File: src/rtl/hit_collect.sv
// hit_collect: drains the per-triangle hit flags coming out of hit_bool.
// It groups NUM_TRIS consecutive flags into one ray and writes one record
// per ray into an internal first-word fall-through FIFO. Each record holds
// hit/miss and the lowest hitting triangle index.
//
// Optional feature macro: HIT_COLLECT_COUNT_EN
//   When it is defined, each record is prefixed with the number of hitting
//   triangles in the ray.
//
// Ports:
//   clock           single clock, posedge
//   reset           asynchronous, active-high
//   hit_fifo_empty  upstream hit FIFO empty flag
//   hit_fifo_dout   upstream hit flag (fall-through, valid while !empty)
//   hit_fifo_rd_en  pop strobe to the upstream FIFO (combinational)
//   out_fifo_rd_en  downstream pop of ray records (ignored while empty)
//   out_fifo_dout   head record: {[hit_count,] hit, tri_idx}; 0 while empty
//   out_fifo_empty  no ray record available
module hit_collect #(
    parameter int unsigned NUM_TRIS       = 16,
    parameter int unsigned TRI_BITS       = 4,
    parameter int unsigned OUT_FIFO_DEPTH = 16,
`ifdef HIT_COLLECT_COUNT_EN
    localparam int unsigned REC_W         = 2 * TRI_BITS + 2
`else
    localparam int unsigned REC_W         = TRI_BITS + 1
`endif
) (
    input  logic             clock,
    input  logic             reset,
    input  logic             hit_fifo_empty,
    input  logic             hit_fifo_dout,
    output logic             hit_fifo_rd_en,
    input  logic             out_fifo_rd_en,
    output logic [REC_W-1:0] out_fifo_dout,
    output logic             out_fifo_empty
);

    localparam int unsigned PTR_W = (OUT_FIFO_DEPTH > 1) ? $clog2(OUT_FIFO_DEPTH) : 1;
    localparam int unsigned CNT_W = $clog2(OUT_FIFO_DEPTH + 1);
    localparam logic [TRI_BITS-1:0] LAST_TRI = TRI_BITS'(NUM_TRIS - 1);

    typedef enum logic {S_READ, S_WRITE} state_t;

    state_t              state;
    logic [TRI_BITS-1:0] tri_cnt;
    logic                found;
    logic [TRI_BITS-1:0] best_idx;
`ifdef HIT_COLLECT_COUNT_EN
    logic [TRI_BITS:0]   hit_count;
`endif

    logic                out_full;
    logic                wr_en;
    logic                rd_ok;
    logic [REC_W-1:0]    din;

    // Output FIFO storage and bookkeeping
    logic [REC_W-1:0]    mem [OUT_FIFO_DEPTH];
    logic [PTR_W-1:0]    wr_ptr;
    logic [PTR_W-1:0]    rd_ptr;
    logic [CNT_W-1:0]    count;

    function automatic logic [PTR_W-1:0] ptr_inc(input logic [PTR_W-1:0] p);
        return (p == PTR_W'(OUT_FIFO_DEPTH - 1)) ? '0 : p + 1'b1;
    endfunction

    // Upstream is only popped in S_READ; never while it is empty or in reset.
    assign hit_fifo_rd_en = !reset && (state == S_READ) && !hit_fifo_empty;

    assign out_full       = (count == CNT_W'(OUT_FIFO_DEPTH));
    assign out_fifo_empty = (count == '0);
    assign wr_en          = (state == S_WRITE) && !out_full;
    assign rd_ok          = out_fifo_rd_en && !out_fifo_empty;
    assign out_fifo_dout  = out_fifo_empty ? '0 : mem[rd_ptr];

`ifdef HIT_COLLECT_COUNT_EN
    assign din = {hit_count, found, found ? best_idx : '0};
`else
    assign din = {found, found ? best_idx : '0};
`endif

    always_ff @(posedge clock or posedge reset) begin
        if (reset) begin
            state    <= S_READ;
            tri_cnt  <= '0;
            found    <= 1'b0;
            best_idx <= '0;
`ifdef HIT_COLLECT_COUNT_EN
            hit_count <= '0;
`endif
        end else begin
            unique case (state)
                S_READ: begin
                    if (!hit_fifo_empty) begin
                        // First hit in the ray fixes the lowest index.
                        if (hit_fifo_dout && !found) begin
                            found    <= 1'b1;
                            best_idx <= tri_cnt;
                        end
`ifdef HIT_COLLECT_COUNT_EN
                        if (hit_fifo_dout) begin
                            hit_count <= hit_count + 1'b1;
                        end
`endif
                        if (tri_cnt == LAST_TRI) begin
                            tri_cnt <= '0;
                            state   <= S_WRITE;
                        end else begin
                            tri_cnt <= tri_cnt + 1'b1;
                        end
                    end
                end
                S_WRITE: begin
                    // Hold the record here while the output FIFO is full.
                    if (!out_full) begin
                        found    <= 1'b0;
                        best_idx <= '0;
`ifdef HIT_COLLECT_COUNT_EN
                        hit_count <= '0;
`endif
                        state    <= S_READ;
                    end
                end
                default: state <= S_READ;
            endcase
        end
    end

    always_ff @(posedge clock) begin
        if (wr_en) begin
            mem[wr_ptr] <= din;
        end
    end

    always_ff @(posedge clock or posedge reset) begin
        if (reset) begin
            wr_ptr <= '0;
            rd_ptr <= '0;
            count  <= '0;
        end else begin
            if (wr_en) begin
                wr_ptr <= ptr_inc(wr_ptr);
            end
            if (rd_ok) begin
                rd_ptr <= ptr_inc(rd_ptr);
            end
            unique case ({wr_en, rd_ok})
                2'b10:   count <= count + 1'b1;
                2'b01:   count <= count - 1'b1;
                default: count <= count;
            endcase
        end
    end

endmodule

File: config.mk
export PLATFORM = sky130hd
export DESIGN_NAME = hit_collect
export DESIGN_NICKNAME = d
export VERILOG_FILES = /design/src/rtl/hit_collect.sv
export SDC_FILE = /design/constraint.sdc
export NUM_CORES = 1
export LEC_CHECK = 0
export BUFFER_PORTS_ARGS = -buffer_cell sky130_fd_sc_hd__buf_2
export CAP_MARGIN = 20
export CORE_MARGIN = 1.5
export CORE_UTILIZATION = 62
export DETAILED_ROUTE_END_ITERATION = 16
export PLACE_DENSITY = 0.87
export SYNTH_ARGS = -nofsm -noshare
export SYNTH_HDL_FRONTEND = slang
export SYNTH_SLANG_ARGS = --single-unit
File: constraint.sdc
create_clock -name clock -period 3.24 [get_ports clock]
set_clock_uncertainty 0.05 [all_clocks]
set_input_delay 0.162 -clock clock [delete_from_list [all_inputs] [get_ports clock]]
set_output_delay 0.162 -clock clock [all_outputs]
set_load 0.03 [all_outputs]
==> results.sh, run 1 <==
export IMPL_netlist_instances=281
export IMPL_powerDensity_mw_per_mm2=830
export IMPL_drt_iter0_markers=148
export IMPL_antenna_found_initial=0
export IMPL_ys_warn_count=0
export IMPL_hold_viol=0
export IMPL_synth_top_area_cell="edfxtp_1"
export IMPL_cts_tree="yes"
export IMPL_tightest_slew_ns=0.908
export IMPL_synth_nets=296
export IMPL_rows=30
export IMPL_drv_cap=0
export IMPL_leakagePower_nw=1.74
export IMPL_num_io_pins=12
export IMPL_placed_area_mm2=0.00463
export IMPL_gp_congestion=0.877
export IMPL_clk_pin_slew_ns=0.10
export IMPL_synth_compound_area_share_pct=6.00
export IMPL_synth_flop_cell="edfxtp_1"
export IMPL_grt_total_usage_pct=23.1
export IMPL_port_buffers=11
export IMPL_r2r_start="count[1]$_DFFE_PP0P_"
export IMPL_design_area_mm2=0.00483
export IMPL_hold_start="hit_fifo_empty"
export IMPL_cts_sinks=103
export IMPL_yosysTopAreaCellShare_pct=53.3
export IMPL_firstDrtPassIters=4
export IMPL_dp_hpwl_mm=5.56
export IMPL_drv_slew=0
export IMPL_cp_required_ns=3.44
export IMPL_cts_path_max_buffers=2
export IMPL_wl_mm=7.98
export IMPL_nNetsFinal=309
export IMPL_synth_area_leaders="edfxtp_1 53%, dfrtp_1 13%, mux4_2 10%, ha_1 2.8%, and3_1 1.9%"
export IMPL_ant_nets=0
export IMPL_synth_distinct_cells=48
export IMPL_arrival_ns=3.07
export IMPL_die_height_um=88.2
export IMPL_hold_depth=4
export IMPL_dieArea_mm2=0.00779
export IMPL_synth_adder_area_share_pct=2.78
export IMPL_area_growth_pct=7.30
export IMPL_clock_root_buffer="clkbuf_8"
export IMPL_drive_above_1_share_pct=20.1
export IMPL_viasPerCell=6.20
export IMPL_finalCriticalPeriod_ns=2.87
export IMPL_holdPathEnd="tri_cnt[1]$_DFFE_PP0P_"
export IMPL_rsz0062_at_grt="no"
export IMPL_cts_htree_levels=3
export IMPL_cts_resized_gates=0
export IMPL_yosys_register_bits=103
export IMPL_startpoint_type="flop"
export IMPL_fmax_ghz=0.348
export IMPL_netlist_area_mm2=0.00451
export IMPL_grt_pass1_wl_mm=12.7
export IMPL_die_w_um=88.2
export IMPL_cts_buffers=9
export IMPL_slew_headroom_pct=39.4
export IMPL_clock_latency_ns=0.36
export IMPL_crit_type="reg2reg"
export IMPL_grt_max_degree=24
export IMPL_vdd_drop_max_uv=291
export IMPL_core_mm2=0.00691
export IMPL_status="completed"
export IMPL_synth_simple_gate_area_share_pct=9.03
export IMPL_post_cts_buffers=0
export IMPL_hp_class="in2reg"
export IMPL_critPathCaptureType="flop"
export IMPL_wl_per_cell_um=20.2
export IMPL_async_flop_share_pct=22.3
export IMPL_critPathMaxFanout=8
export IMPL_drc=0
export IMPL_muxShareOfSynthArea_pct=12.0
export IMPL_r2r_cells=10
export IMPL_synth_seq_area_share_pct=66.1
export IMPL_start_util_pct=65.2
export IMPL_synth_edf_count=80
export IMPL_fin_setup_tns_ns=0
export IMPL_avgSynthCellArea_um2=16.0
export IMPL_grt_pass1_vias=2432
export IMPL_synth_top_family_by_area="multiplexers"
export IMPL_synth_xor_area_share_pct=1.56
export IMPL_fin_crit_sh_pct=88.7
export IMPL_finalSetupViolCount=0
export IMPL_grt_remaining_overflow=0
export IMPL_vias=2448
export IMPL_antenna_cells=0
export IMPL_worstReg2RegEnd="count[4]$_DFFE_PP0P_"
export IMPL_reg2reg_slack_ns=0.37
[timing repair]
action / 4_1_cts / 5_1_grt
hold buffers: 1 / 0
endpoints found under the hold margin: 23 / 0
setup endpoints to repair: 0 / 0
[per-stage QoR]
stage	setup WS (ns)	instances	power [mW]	hold slack [ns]	utilization [%]
floorplan	0.369	281	2.93	0.114	-
global placement	0.469	378	3.19	0.344	67.1
detailed placement	0.364	378	3.25	0.356	67.1
CTS	0.360	395	4.03	0.0282	70.0
global route	0.244	395	4.22	0.0237	70.0
finish	0.366	395	4.01	0.0495	70.0
[flip-flops by register name, indices dropped and copies added (netlist names)]
| register | cells |
|---|---|
| state | 1 |
| mem | 80 |
| found | 1 |
| tri_cnt | 4 |
| count | 5 |
| rd_ptr | 4 |
| wr_ptr | 4 |
| best_idx | 4 |
[final cells by class]
class | count | area (um2)
timing repair buffer | 18 | 110
clock buffer | 11 | 131
sequential | 103 | 2980
multi-input combinational | 156 | 1410
inverter | 6 | 22.5
tap | 96 | 120
clock inverter | 5 | 58.8
fill | 433 | 2070
[worst max-delay path, cell delays in order (launching register included)]
cell and delay [ns]:
dfrtp_1 0.47, or4_4 0.59, nor2_8 0.17, nor2b_4 0.07
ha_1 0.30, xor2_1 0.19, ha_1 0.23, or2_2 0.29
a31oi_1 0.18, o31ai_1 0.10, xnor2_1 0.13
[worst max path at each step]
stage | startpoint | to | slack, ns | depth (start not counted)
after floorplan | count[1]$_DFFE_PP0P_ | count[4]$_DFFE_PP0P_ | 0.37 | 12
after global placement | count[1]$_DFFE_PP0P_ | count[4]$_DFFE_PP0P_ | 0.47 | 10
after detailed placement | count[1]$_DFFE_PP0P_ | count[4]$_DFFE_PP0P_ | 0.36 | 10
after CTS | count[1]$_DFFE_PP0P_ | count[4]$_DFFE_PP0P_ | 0.36 | 10
after global routing | count[1]$_DFFE_PP0P_ | count[4]$_DFFE_PP0P_ | 0.24 | 10
final | count[1]$_DFFE_PP0P_ | count[4]$_DFFE_PP0P_ | 0.37 | 10
[cell usage in the layout (no fill, tap or decap), types with 2 or more instances in the layout]
master / instances
edfxtp_1: 80
mux2_4: 2
a31oi_1: 2
buf_2: 11
nor2b_1: 7
a21boi_0: 2
dfrtp_1: 23
buf_4: 6
o211ai_1: 3
inv_1: 5
and3_1: 14
or2_2: 2
a21oi_1: 3
mux2i_1: 5
a21o_1: 3
nand3b_1: 2
nand2_1: 19
o21ai_0: 10
clkbuf_8: 9
clkinvlp_4: 2
nand4_1: 2
nand3_1: 3
nor2_1: 7
a211oi_1: 10
mux4_2: 20
o31ai_1: 2
ha_1: 10
clkbuf_1: 2
xnor2_1: 7
and2_1: 5
[Yosys cell counts (2+ instances only)]
library cell and number:
mux2i_1 5, o211ai_1 3, inv_1 5, nor2b_1 7
a31oi_1 2, or2_2 2, dfrtp_1 23, nand3b_1 2
o31ai_1 2, buf_2 6, a21boi_0 2, o21ai_0 10
nand4_1 2, nand2_1 19, buf_4 2, mux2_4 2
buf_6 2, nand3_1 3, ha_1 10, xnor2_1 7
a21o_1 3, nor2_1 7, and3_1 14, and2_1 5
edfxtp_1 80, a21oi_1 3, clkbuf_1 4, a211oi_1 10
mux4_2 20
[metal layers]
metal / global-route usage, % / routed length, um / share of wire (%) / up-vias
met5: 0 / 0 / 0 / -
met4: 9.38 / 180 / 2.3 / 0
met3: 6.34 / 392 / 4.9 / 15
met2: 36.6 / 4080 / 51 / 77
met1: 31.1 / 3330 / 42 / 1237
li1: - / - / - / 1119
[logic make-up after synthesis]
family	Yosys count
xor gates and xnor gates	8
muxes	28
buffers and inverters	22
adders and majority gates	10
DFF	103
and+or+nand+nor	70
AOI/OAI and AO/OA	40
[where the power goes]
| part | total, mW | internal, mW | switching [mW] |
|---|---|---|---|
| registers | 1.96 | 1.66 | 0.298 |
| logic | 1.27 | 0.591 | 0.682 |
| clock network | 0.780 | 0.359 | 0.420 |
| total | 4.01 | 2.61 | 1.40 |
Power figures use the tool's default switching activity.
==> inputs of run 2 (changes only) <==
--- a/config.mk
+++ b/config.mk
@@ -5,7 +5,7 @@
 export SDC_FILE = /design/constraint.sdc
 export NUM_CORES = 1
 export LEC_CHECK = 0
-export BUFFER_PORTS_ARGS = -buffer_cell sky130_fd_sc_hd__buf_2
+export BUFFER_PORTS_ARGS = -buffer_cell sky130_fd_sc_hd__buf_4
 export CAP_MARGIN = 20
 export CORE_MARGIN = 1.5
 export CORE_UTILIZATION = 62
==> constraint.sdc (replaced) <==
create_clock -name clock -period 3.24 [get_ports clock]
set_clock_uncertainty 0.05 [all_clocks]
set_input_delay 0.648 -clock clock [delete_from_list [all_inputs] [get_ports clock]]
set_output_delay 0.648 -clock clock [all_outputs]
set_load 0.03 [all_outputs]
==> run 2 against run 1 <==
Compared with the run above: hold slack improved by 0.41 ns; via count is 1.9% lower; critical endpoint is now out_fifo_dout[0]; routed wire length fell by 0.18%; register-to-register slack is essentially flat; clock power fell by 8.2%; highest routed layer unchanged; design area is essentially flat; first-iteration DRC count is 32% higher; critical path depth decreased by 6; total power decreased by 1.1%; sequential share of layout area about the same; die area unchanged; sequential power barely moved.
==> results.sh, run 2 (same netlist as run 1, synthesis figures left out) <==
export IMPL_grt_pass1_wl_mm=12.8
export IMPL_critPathCaptureType="output pin"
export IMPL_num_io_pins=12
export IMPL_final_cell_mix="80 x edfxtp_1, 22 x dfrtp_1, 20 x mux4_2"
export IMPL_design_area_mm2=0.00484
export IMPL_slew_headroom_pct=37.2
export IMPL_clock_latency_ns=0.36
export IMPL_tightest_slew_ns=0.942
export IMPL_vdd_drop_max_uv=318
export IMPL_port_buffers=11
export IMPL_gp_congestion=0.849
export IMPL_fin_crit_sh_pct=95.4
export IMPL_fmax_ghz=0.324
export IMPL_p_total_mw=3.97
export IMPL_drive_above_1_share_pct=20.5
export IMPL_ant_nets=0
export IMPL_status="completed"
export IMPL_cts_tree="yes"
export IMPL_vias=2401
export IMPL_cts_path_max_buffers=2
export IMPL_cts_htree_levels=3
export IMPL_rsz0062_at_grt="no"
export IMPL_fill_cells=447
export IMPL_die_w_um=88.2
export IMPL_dp_cells=378
export IMPL_drv_slew=0
export IMPL_die_height_um=88.2
export IMPL_antenna_found_initial=0
export IMPL_antenna_cells=0
export IMPL_core_mm2=0.00691
export IMPL_pre_cts_slack_ns=0.395
export IMPL_drv_cap=0
export IMPL_drt_iter0_markers=196
export IMPL_hp_class="in2async"
export IMPL_reg_top3="mem: 80 flops, count: 5 flops"
export IMPL_leakagePower_nw=1.74
export IMPL_final_common_cell="edfxtp_1"
export IMPL_wl_mm=7.96
export IMPL_grt_pass1_vias=2437
export IMPL_finalNonFillerCells=394
export IMPL_largest_register_ffs=80
export IMPL_finalSetupViolCount=0
export IMPL_start_util_pct=65.2
export IMPL_rows=30
export IMPL_crit_type="reg2out"
export IMPL_register_area_mm2=0.00298
export IMPL_fin_ws_ns=0.149
export IMPL_placed_area_mm2=0.00466
export IMPL_dp_hpwl_mm=5.58
export IMPL_largest_register="mem"
export IMPL_post_route_util_pct=70.0
export IMPL_clock_root_buffer="clkbuf_8"
export IMPL_drc=0
export IMPL_post_cts_buffers=0
export IMPL_nNetsFinal=308
export IMPL_cts_buffers=9
export IMPL_finalCriticalPeriod_ns=3.09
export IMPL_multiInputGateArea_mm2=0.00141
export IMPL_fin_setup_tns_ns=0
export IMPL_clk_pin_slew_ns=0.09
export IMPL_grt_total_usage_pct=23.2
export IMPL_critPathMaxFanout=13
export IMPL_wl_per_cell_um=20.2
export IMPL_hold_viol=0
export IMPL_powerDensity_mw_per_mm2=820
export IMPL_viasPerCell=6.09
export IMPL_startpoint_type="flop"
export IMPL_cts_sinks=103
export IMPL_dieArea_mm2=0.00779
export IMPL_whs_ns=0.458
export IMPL_arrival_ns=2.39
export IMPL_area_growth_pct=7.36
export IMPL_grt_max_degree=24
export IMPL_grt_remaining_overflow=0
export IMPL_firstDrtPassIters=4
export IMPL_cp_required_ns=2.54
==> run 2: final timing paths <==
kind                                    startpoint                       to  slack [ns]  cells after the start
max                          rd_ptr[0]$_DFFE_PP0P_         out_fifo_dout[0]        0.15                      4
min                                          reset     count[2]$_DFFE_PP0P_        0.46                      2
max reg2reg                   count[1]$_DFFE_PP0P_     count[4]$_DFFE_PP0P_        0.38                     10
min reg2reg                best_idx[2]$_DFFE_PP0P_  best_idx[2]$_DFFE_PP0P_        0.48                      2
max in group asynchronous                    reset    rd_ptr[1]$_DFFE_PP0P_        2.05                      2
min in group clock         best_idx[2]$_DFFE_PP0P_  best_idx[2]$_DFFE_PP0P_        0.48                      2
==> run 2: metal layers <==
metal | GRT usage [%] | vias to the layer above | wire (um)
met5 | 0 | - | 0
met4 | 9.52 | 0 | 159
met3 | 4.20 | 13 | 393
met2 | 37.4 | 64 | 4130
met1 | 32.0 | 1217 | 3280
li1 | - | 1107 | -
==> run 2: repair_timing <==
item | in CTS | in global routing
hold buffers | 0 | 0
endpoints found under the setup margin | 0 | 2
gates resized for setup | 0 | 1
==> run 2: area by class of cell <==
type	count	area share [%]
Inverter	6	0.466
Timing Repair Buffer	17	2.64
Tap cell	96	2.48
Clock inverter	5	0.879
Sequential cell	103	61.6
Clock buffer	11	2.72
Multi-Input combinational cell	156	29.2
==> run 2: critical path, stage by stage (launching register included) <==
cell and delay (ns):
dfrtp_1 0.84, mux4_2 0.61, mux2i_1 0.21, a211oi_1 0.15, buf_4 0.22
==> run 2: report_power, final <==
part	switching [mW]	total (mW)	internal, mW
combinational	0.704	1.32	0.617
clock	0.426	0.716	0.290
sequential	0.266	1.93	1.67
total	1.40	3.97	2.57
